`src/rtl/mux_arb_4x1.sv`:
```
// Four-requester round-robin arbiter driving a registered 4:1 shared data channel.
// Optional per-owner hold limit is compiled in with `define MUX_ARB_HOLD_LIMIT_EN (limit set by HOLD_MAX).
module mux_arb_4x1 #(
   parameter int HOLD_MAX = 8
) (
   input  logic       clk,
   input  logic       rst_n,
   input  logic [3:0] req,
   input  logic [3:0] in_data,
   output logic [3:0] gnt,
   output logic [1:0] sel,
   output logic       y,
   output logic       valid
);

   typedef enum logic {
      IDLE  = 1'b0,
      GRANT = 1'b1
   } state_t;

   state_t     state;
   logic [1:0] ptr;
   logic [3:0] pool;
   logic [1:0] win;

   if (HOLD_MAX < 1 || HOLD_MAX > 255) begin : g_hold_max_illegal
      $error("mux_arb_4x1: HOLD_MAX must be within 1..255");
   end

`ifdef MUX_ARB_HOLD_LIMIT_EN
   localparam logic [7:0] HOLD_LAST = 8'(HOLD_MAX - 1);
   logic [7:0] cnt;
`endif

   // First requester set in pool, searching upward from start with wrap-around.
   function automatic logic [1:0] rr_pick(input logic [3:0] pool_in, input logic [1:0] start);
      logic [1:0] idx;
      logic [1:0] result;
      logic       found;
      result = start;
      found  = 1'b0;
      for (int k = 0; k < 4; k++) begin
         idx = start + 2'(k);
         if (!found && pool_in[idx]) begin
            result = idx;
            found  = 1'b1;
         end
      end
      return result;
   endfunction

   // Requesters eligible to take the channel at this edge; empty means no new grant.
   always_comb begin
      pool = 4'b0000;
      if (state == IDLE || !req[sel]) begin
         pool = req;
      end
`ifdef MUX_ARB_HOLD_LIMIT_EN
      else if (cnt == HOLD_LAST) begin
         pool = req & ~gnt;
      end
`endif
      win = rr_pick(pool, ptr);
   end

   always_ff @(posedge clk) begin
      if (!rst_n) begin
         state <= IDLE;
         gnt   <= 4'b0000;
         sel   <= 2'b00;
         y     <= 1'b0;
         valid <= 1'b0;
         ptr   <= 2'b00;
`ifdef MUX_ARB_HOLD_LIMIT_EN
         cnt   <= 8'd0;
`endif
      end else begin
         if (state == GRANT && req[sel]) begin
            y     <= in_data[sel];
            valid <= 1'b1;
         end else begin
            valid <= 1'b0;
         end

         if (|pool) begin
            state <= GRANT;
            gnt   <= 4'b0001 << win;
            sel   <= win;
            ptr   <= win + 2'd1;
`ifdef MUX_ARB_HOLD_LIMIT_EN
            cnt   <= 8'd0;
`endif
         end else if (state == GRANT && !req[sel]) begin
            // sel deliberately keeps the last owner's index
            state <= IDLE;
            gnt   <= 4'b0000;
         end
`ifdef MUX_ARB_HOLD_LIMIT_EN
         else if (state == GRANT) begin
            cnt <= (cnt == HOLD_LAST) ? 8'd0 : cnt + 8'd1;
         end
`endif
      end
   end

endmodule

```
`config.mk`:
```
export PLATFORM = sky130hd
export DESIGN_NAME = mux_arb_4x1
export DESIGN_NICKNAME = d
export VERILOG_FILES = /design/src/rtl/mux_arb_4x1.sv
export SDC_FILE = /design/constraint.sdc
export NUM_CORES = 1
export LEC_CHECK = 0
export CAP_MARGIN = 20
export CORE_MARGIN = 10
export CORE_UTILIZATION = 50
export DETAILED_ROUTE_END_ITERATION = 16
export GPL_TIMING_DRIVEN = 0
export PLACE_DENSITY = 0.79
export SYNTH_ARGS = -nofsm -noshare
export SYNTH_HDL_FRONTEND = slang
export SYNTH_SLANG_ARGS = --single-unit
```
`constraint.sdc`:
```
create_clock -name clk -period 3.8 [get_ports clk]
set_clock_uncertainty 0.05 [all_clocks]
set_input_delay 0.38 -clock clk [delete_from_list [all_inputs] [get_ports clk]]
set_output_delay 0.38 -clock clk [all_outputs]
set_load 0.02 [all_outputs]
```
==> results of run 1 <==
## metal layers
metal / vias up / GRT usage [%]
met5: - / 0
met4: 0 / 4.702
met3: 4 / 2.088
met2: 10 / 20.38
met1: 372 / 12.86
li1: 383 / -
## cell usage after synthesis (3+ instances only)
cell type and n:
clkbuf_1 3, nor2_1 3, mux2i_1 4, dfxtp_1 11, nand2_1 8, and2_1 3
inv_1 5, nor2b_1 5
## cells by family after synthesis
family / count (synthesis)
mux: 9
buf+inv: 9
compound gates: 32
flops: 11
simple gates: 26
## path summary, 6_finish.rpt
kind,end,start,depth (start not counted)
worst max-delay path,gnt[2]$_SDFFE_PN0P_,req[0],8
worst min-delay path,gnt[3]$_SDFFE_PN0P_,gnt[3]$_SDFFE_PN0P_,2
worst max register to register,gnt[2]$_SDFFE_PN0P_,sel[1]$_SDFFE_PN0P_,7
worst min register to register,gnt[3]$_SDFFE_PN0P_,gnt[3]$_SDFFE_PN0P_,2
## where the power goes
part | total, mW | internal, mW | switching (mW) | leakage, nW
Clock | 0.0775 | 0.0406 | 0.0369 | 0.0150
Combinational | 0.560 | 0.259 | 0.301 | 0.282
Sequential | 0.189 | 0.159 | 0.0297 | 0.0909
Total | 0.826 | 0.459 | 0.367 | 0.388
## metrics by stage
step	utilization, %	std cells	power [mW]	cell area [µm²]	hold WS [ns]
finish	68.23	124	0.8260	1040	0.4141
global route	68.23	124	0.8882	1040	0.4423
CTS	68.23	124	0.8296	1040	0.4217
detailed placement	66.50	120	0.7516	1013	0.4119
global placement	66.50	120	0.7418	1013	0.3928
floorplan	-	87	0.6043	823.3	0.4797
## worst register-to-register path: cells and delay by family (launching register included)
kind	cells	cell delay (ns)
AOI/OAI and AO/OA	5	1.54
and+or+nand+nor	1	0.14
DFF	1	0.48
muxes	1	0.37
## flip-flops by register name, summed over array words and instances, names as in the netlist
register	count
gnt	4
ptr	2
sel	2
state	1
valid	1
y	1
## final cells by class
cell class / instances / area (µm²)
timing repair buffer: 17 / 170.2
fill: 122 / 484.2
sequential: 11 / 220.2
buffer: 4 / 16.27
multi-input combinational: 67 / 568.0
inverter: 5 / 18.77
tap: 16 / 20.02
clock buffer: 4 / 26.28
==> impl_summary.log, run 1 <==
INFO  metric dieWidth = 60.58 µm
INFO  metric fin_tns_setup = 0 ns
INFO  metric run_status = finished clean
INFO  metric route.detailed.drc = 0
INFO  metric holdBufCountCts = 0
INFO  metric grt_pass1_vias = 724
INFO  metric grt_use_total = 11.40%
INFO  metric area.growth.synth_to_final = 26.29%
INFO  metric hold_class = register to register
INFO  metric detail_route.wirelength = 1981 µm
INFO  metric htree_levels = 1
INFO  metric grt_first_pass_wirelength = 3305 µm
INFO  metric critical_path_at = 2.89 ns
INFO  metric fin_crit_sh = between 70 and 80%
INFO  metric synth_xor_area_share = 0%
INFO  metric syn-cell-area = roughly 820 µm²
INFO  metric detailroute.wirelength.met3 = 57 µm
INFO  metric fp.dieArea = 0.003670 mm²
INFO  metric final_period_minus_worst_setup_slack = around 2.7 ns
INFO  metric yosys-mux-area-fraction = 15.81%
INFO  metric synth_async_sr_flop_share = 0%
INFO  metric end_kind = register
INFO  metric detailedRoute.firstPassIterationCount = 4
INFO  metric placeable_core_region = 0.001524 mm²
INFO  metric vias = ~770
INFO  metric yosys_warnings = 0
INFO  metric antenna_found_initial = 0
INFO  metric max_freq = 0.3647 GHz
INFO  metric layout.cells.most_common_list = clkdlybuf4s50_1 (17), dfxtp_1 (11), nand2_1 (8)
INFO  metric share_of_the_yosys_chip_area_belonging_to_registers = between 20% and 30%
INFO  metric synth_simple_gate_area_share = around 17%
INFO  metric dp.final_hpwl = 1558 µm
INFO  metric cp_data_required_time = 3.95 ns
INFO  metric synth_area_leaders = dfxtp_1 (27%), mux2i_1 (4.9%), nor2b_1 (3.8%)
INFO  metric antenna_violating_nets_left = 0
INFO  metric floorplan.die.height = 60.58 µm
INFO  metric most_common_library_cell_in_the_layout_ignoring_fill_and_taps = clkdlybuf4s50_1
INFO  metric synth_top_area_share = around a quarter
INFO  metric wl_per_cell = 15.98 µm
INFO  metric grt_start_max_net_pins = 11
INFO  metric global_route.overflow_total = 0
INFO  metric port_buf_inserts = 17
INFO  metric met1Wirelength = around 850 µm
INFO  metric critPathBufInv = 1
INFO  metric p_leak = ~0.39 nW
INFO  metric clkSlewWorstSetupHoldPaths = 0.07 ns
INFO  metric worst-path-max-fanout = 9
INFO  metric criticalPathCategory = primary input to register
INFO  metric finalNetCount = 119
INFO  metric postSynthNetCount = 97
INFO  metric dp_slack = 0.7781 ns
INFO  metric rsz0062_at_grt = false
INFO  metric drt-initial-drc-count = 34
INFO  metric tritoncts = done
INFO  metric clock-sinks = 11
INFO  metric worst_slack = between 1 and 1.5 ns
INFO  metric compound_gate_portion_of_the_synthesized_area = 35.71%
INFO  metric cp_cell_sequence = clkdlybuf4s50_1 -> mux2_4 -> a22oi_2 -> a21oi_1 -> o311a_1 -> a211oi_4 -> a22oi_1 -> nor2b_1
INFO  metric worst-slew-pin-transition = 0.5238 ns
INFO  metric avgSynthCellArea = around 9.5 µm²
INFO  metric io_pins = 18
INFO  metric initial_cell_density_of_the_core = 54.02%
INFO  metric synthAdderAreaFrac = 0%
INFO  metric finalSetupViolCount = 0
INFO  metric worst_path_dominant_cell_family = compound AO/OA/AOI/OAI gates
INFO  metric post_cts_resize_count = 0
INFO  metric cts_max_path_buffers = 2
INFO  metric synth_top_family_by_area = compound AO/OA/AOI/OAI gates
INFO  metric setup.worst_path.start_class = primary input
INFO  metric routed-wl-met2 = around 1000 µm
INFO  metric netlist.top_cell.by_area = dfxtp_1
INFO  metric critPathMaxStageDelay = 0.49 ns
INFO  metric pwr_per_cell_area = ~790 mW/mm²
INFO  metric numCtsBuffers = 3
INFO  metric postSynthRegisterBits = 11
INFO  metric post_synthesis_cell_type_count = 39
INFO  metric synthFlopType = dfxtp_1
INFO  metric crit_slowest_cell = clkdlybuf4s50_1
INFO  metric report.final.slew_viol_count = 0
INFO  metric vias_per_cell = around 6.2
INFO  metric final_hold_viol_count = 0
INFO  metric cts-root-buf = clkbuf_4
INFO  metric max-vdd-ir-drop = 0.0004934 V
INFO  metric slew_headroom = 65.08%
INFO  metric post_synth_inst_count = 87
INFO  metric gp_routability_congestion = 0.8501
INFO  metric top_layer_used = met4
INFO  metric standard_cell_rows = 14
INFO  metric clk-insertion-delay-late = roughly 0.26 ns
INFO  metric antennaDiodeCount = 0
INFO  metric synth-edff-count = 0
INFO  metric final_layout_size_suffix_gt1_share = 15.74%
INFO  metric ff2ff_setup_slack = 1.16 ns
INFO  metric max-cap-violations = 0
INFO  metric cts_setup_buffers = 0
No activity file was read; power rests on OpenSTA's default activity.
==> inputs of run 2 (changes only) <==
- CORE_UTILIZATION: 50 -> 44
- PLACE_DENSITY: 0.79 -> 0.74
- clock period: 3.8 -> 2.25 ns (I/O delays scaled with it)
==> run 2 against run 1 <==
Effect of this change: the flow now finishes with violations (setup timing); critical endpoint is now ptr[1]$_SDFFE_PN0P_; cell count is 8.1% higher; wire length grew 4.1%; critical path type is now register to register; sequential share of layout area shrank 0.72 points; global-route usage shrank 0.77 points; core utilization fell by 5.5 points; total power up 80%; critical path depth decreased by 1; via count rose by 1.2%; register-to-register slack lost 1.3 ns; die area increased by 9.0%; non-clock buffer count is 1 higher; hold slack got worse by 0.0051 ns.
==> impl_summary.log, run 2 (synthesis results as in run 1) <==
INFO  metric run_status = finished, violations left
INFO  metric failing_checks = setup timing
INFO  metric finalNetCount = 120
INFO  metric top_layer_used = met4
INFO  metric fillers = 155
INFO  metric rsz0062_at_grt = true
INFO  metric largest_register_ff_count = 4
INFO  metric clk-insertion-delay-late = 0.27 ns
INFO  metric grt_use_total = between 10% and 20%
INFO  metric port_buf_inserts = 17
INFO  metric holdBufCountCts = 0
INFO  metric timing.hold.ws = 0.4090 ns
INFO  metric grt_start_max_net_pins = 11
INFO  metric cp_data_required_time = 2.36 ns
INFO  metric max-vdd-ir-drop = 0.0009058 V
INFO  metric cts-root-buf = clkbuf_4
INFO  metric fin_tns_setup = -0.6781 ns
INFO  metric standard_cell_rows = 15
INFO  metric most_common_library_cell_in_the_layout_ignoring_fill_and_taps = clkdlybuf4s50_1
INFO  metric placeable_core_region = 0.001745 mm²
INFO  metric antenna_violating_nets_left = 0
INFO  metric dp.final_hpwl = 1550 µm
INFO  metric tritoncts = done
INFO  metric worst_slack = -0.1516 ns
INFO  metric final_hold_viol_count = 0
INFO  metric criticalPathCategory = register to register
INFO  metric met1Wirelength = around 890 µm
INFO  metric grt_pass1_vias = 771
INFO  metric gp_routability_congestion = about 0.83
INFO  metric end_kind = register
INFO  metric htree_levels = 1
INFO  metric vias_per_cell = just under 6
INFO  metric setup.worst_path.start_class = register
INFO  metric register_area = 224.0 µm²
INFO  metric final_period_minus_worst_setup_slack = 2.402 ns
INFO  metric detailroute.wirelength.met3 = ~130 µm
INFO  metric dieWidth = 63.26 µm
INFO  metric antennaDiodeCount = 0
INFO  metric floorplan.die.height = 63.26 µm
INFO  metric io_pins = 18
INFO  metric routed-wl-met2 = 1003 µm
INFO  metric clock-sinks = 11
INFO  metric cts_max_path_buffers = 2
INFO  metric wl_per_cell = 15.40 µm
INFO  metric grt_first_pass_wirelength = between 3000 and 4000 µm
INFO  metric area.growth.synth_to_final = 32.98%
INFO  metric multiInputGateArea = 599.3 µm²
INFO  metric drt-initial-drc-count = 20
INFO  metric total_power = about 1.5 mW
INFO  metric numCtsBuffers = 3
INFO  metric final_layout_size_suffix_gt1_share = between 20% and 30%
INFO  metric worst-slew-pin-transition = 0.5538 ns
INFO  metric p_leak = 0.4048 nW
INFO  metric report.final.slew_viol_count = 0
INFO  metric detailedRoute.firstPassIterationCount = 6
INFO  metric route.detailed.drc = 0
INFO  metric max_freq = between 0.4 and 0.5 GHz
INFO  metric detail_route.wirelength = 2063 µm
INFO  metric layout_top_registers = gnt (4), ptr (2), sel (2)
INFO  metric slew_headroom = 62.69%
INFO  metric antenna_found_initial = 0
INFO  metric clkSlewWorstSetupHoldPaths = 0.06 ns
INFO  metric critical_path_at = 2.51 ns
INFO  metric worst-path-max-fanout = 5
INFO  metric hold_class = register to register
INFO  metric pwr_per_cell_area = around 1400 mW/mm²
INFO  metric fp.dieArea = 0.004001 mm²
INFO  metric global_route.overflow_total = 0
INFO  metric largest-register = gnt
INFO  metric final_core_util = 62.72%
INFO  metric vias = ~780
INFO  metric finalSetupViolCount = 8
INFO  metric layout.cells.most_common_list = clkdlybuf4s50_1 (13), dfxtp_1 (10), nand2_1 (8)
INFO  metric fin_crit_sh = 106.7%
INFO  metric initial_cell_density_of_the_core = 47.17%
INFO  metric max-cap-violations = 0
## run 2: cell types whose count changed in the layout (fill, tap and decap cells not counted), moves of 2 or more
| cell | previous run | this run |
|---|---|---|
| buf_4 | 0 | 3 |
| a22oi_1 | 2 | 0 |
| clkdlybuf4s50_1 | 17 | 13 |
| a22oi_2 | 1 | 3 |
| dlygate4sd2_1 | 0 | 4 |
## run 2: what timing repair did
action / 4_1_cts / 5_1_grt
endpoints found under the setup margin: 8 / 8
gates resized for setup: 9 / 0
buffers inserted: 2 / 0
pin swaps: 7 / 0
## run 2: critical path, cell delays in order, from the launching register on
cell and delay, ns:
dfxtp_4 0.38, mux2_4 0.33, a222oi_1 0.51, nor4_1 0.12
o41ai_1 0.43, a22oi_2 0.17, nand2b_4 0.18, o2111a_1 0.13
## run 2: power breakdown
group	internal [mW]	switching [mW]	total [mW]
combinational	0.479	0.551	1.03
sequential	0.272	0.0524	0.325
clock	0.0687	0.0634	0.132
total	0.820	0.666	1.49
## run 2: final timing paths
check / start / to / slack, ns / cells past startpoint
min: gnt[3]$_SDFFE_PN0P_ / gnt[3]$_SDFFE_PN0P_ / 0.41 / 2
min reg2reg: gnt[3]$_SDFFE_PN0P_ / gnt[3]$_SDFFE_PN0P_ / 0.41 / 2
max: sel[1]$_SDFFE_PN0P_ / ptr[1]$_SDFFE_PN0P_ / -0.15 / 7
max reg2reg: sel[1]$_SDFFE_PN0P_ / ptr[1]$_SDFFE_PN0P_ / -0.15 / 7
## run 2: final cells by class
class	instances	area share, %
Multi-Input combinational cell	67	54.74
Timing Repair Buffer	19	16.46
Inverter	5	1.714
Clock buffer	4	2.400
Tap cell	25	2.857
Buffer	3	1.371
Sequential cell	11	20.46
## run 2: metal layers
layer  vias to the layer above  GRT usage, %
li1                        384             -
met1                       362         11.69
met2                        27         18.27
met3                         5         2.297
met4                         0         6.284
met5                         -             0
## run 2: stage by stage
step	instances	cell area (µm²)	worst slack (ns)
after CTS	134	1095	-0.1510
final	134	1095	-0.1516
after global routing	134	1095	-0.2733
after floorplan	87	832.0	-0.05824
after global placement	129	1033	-0.5074
after detailed placement	129	1033	-0.5555
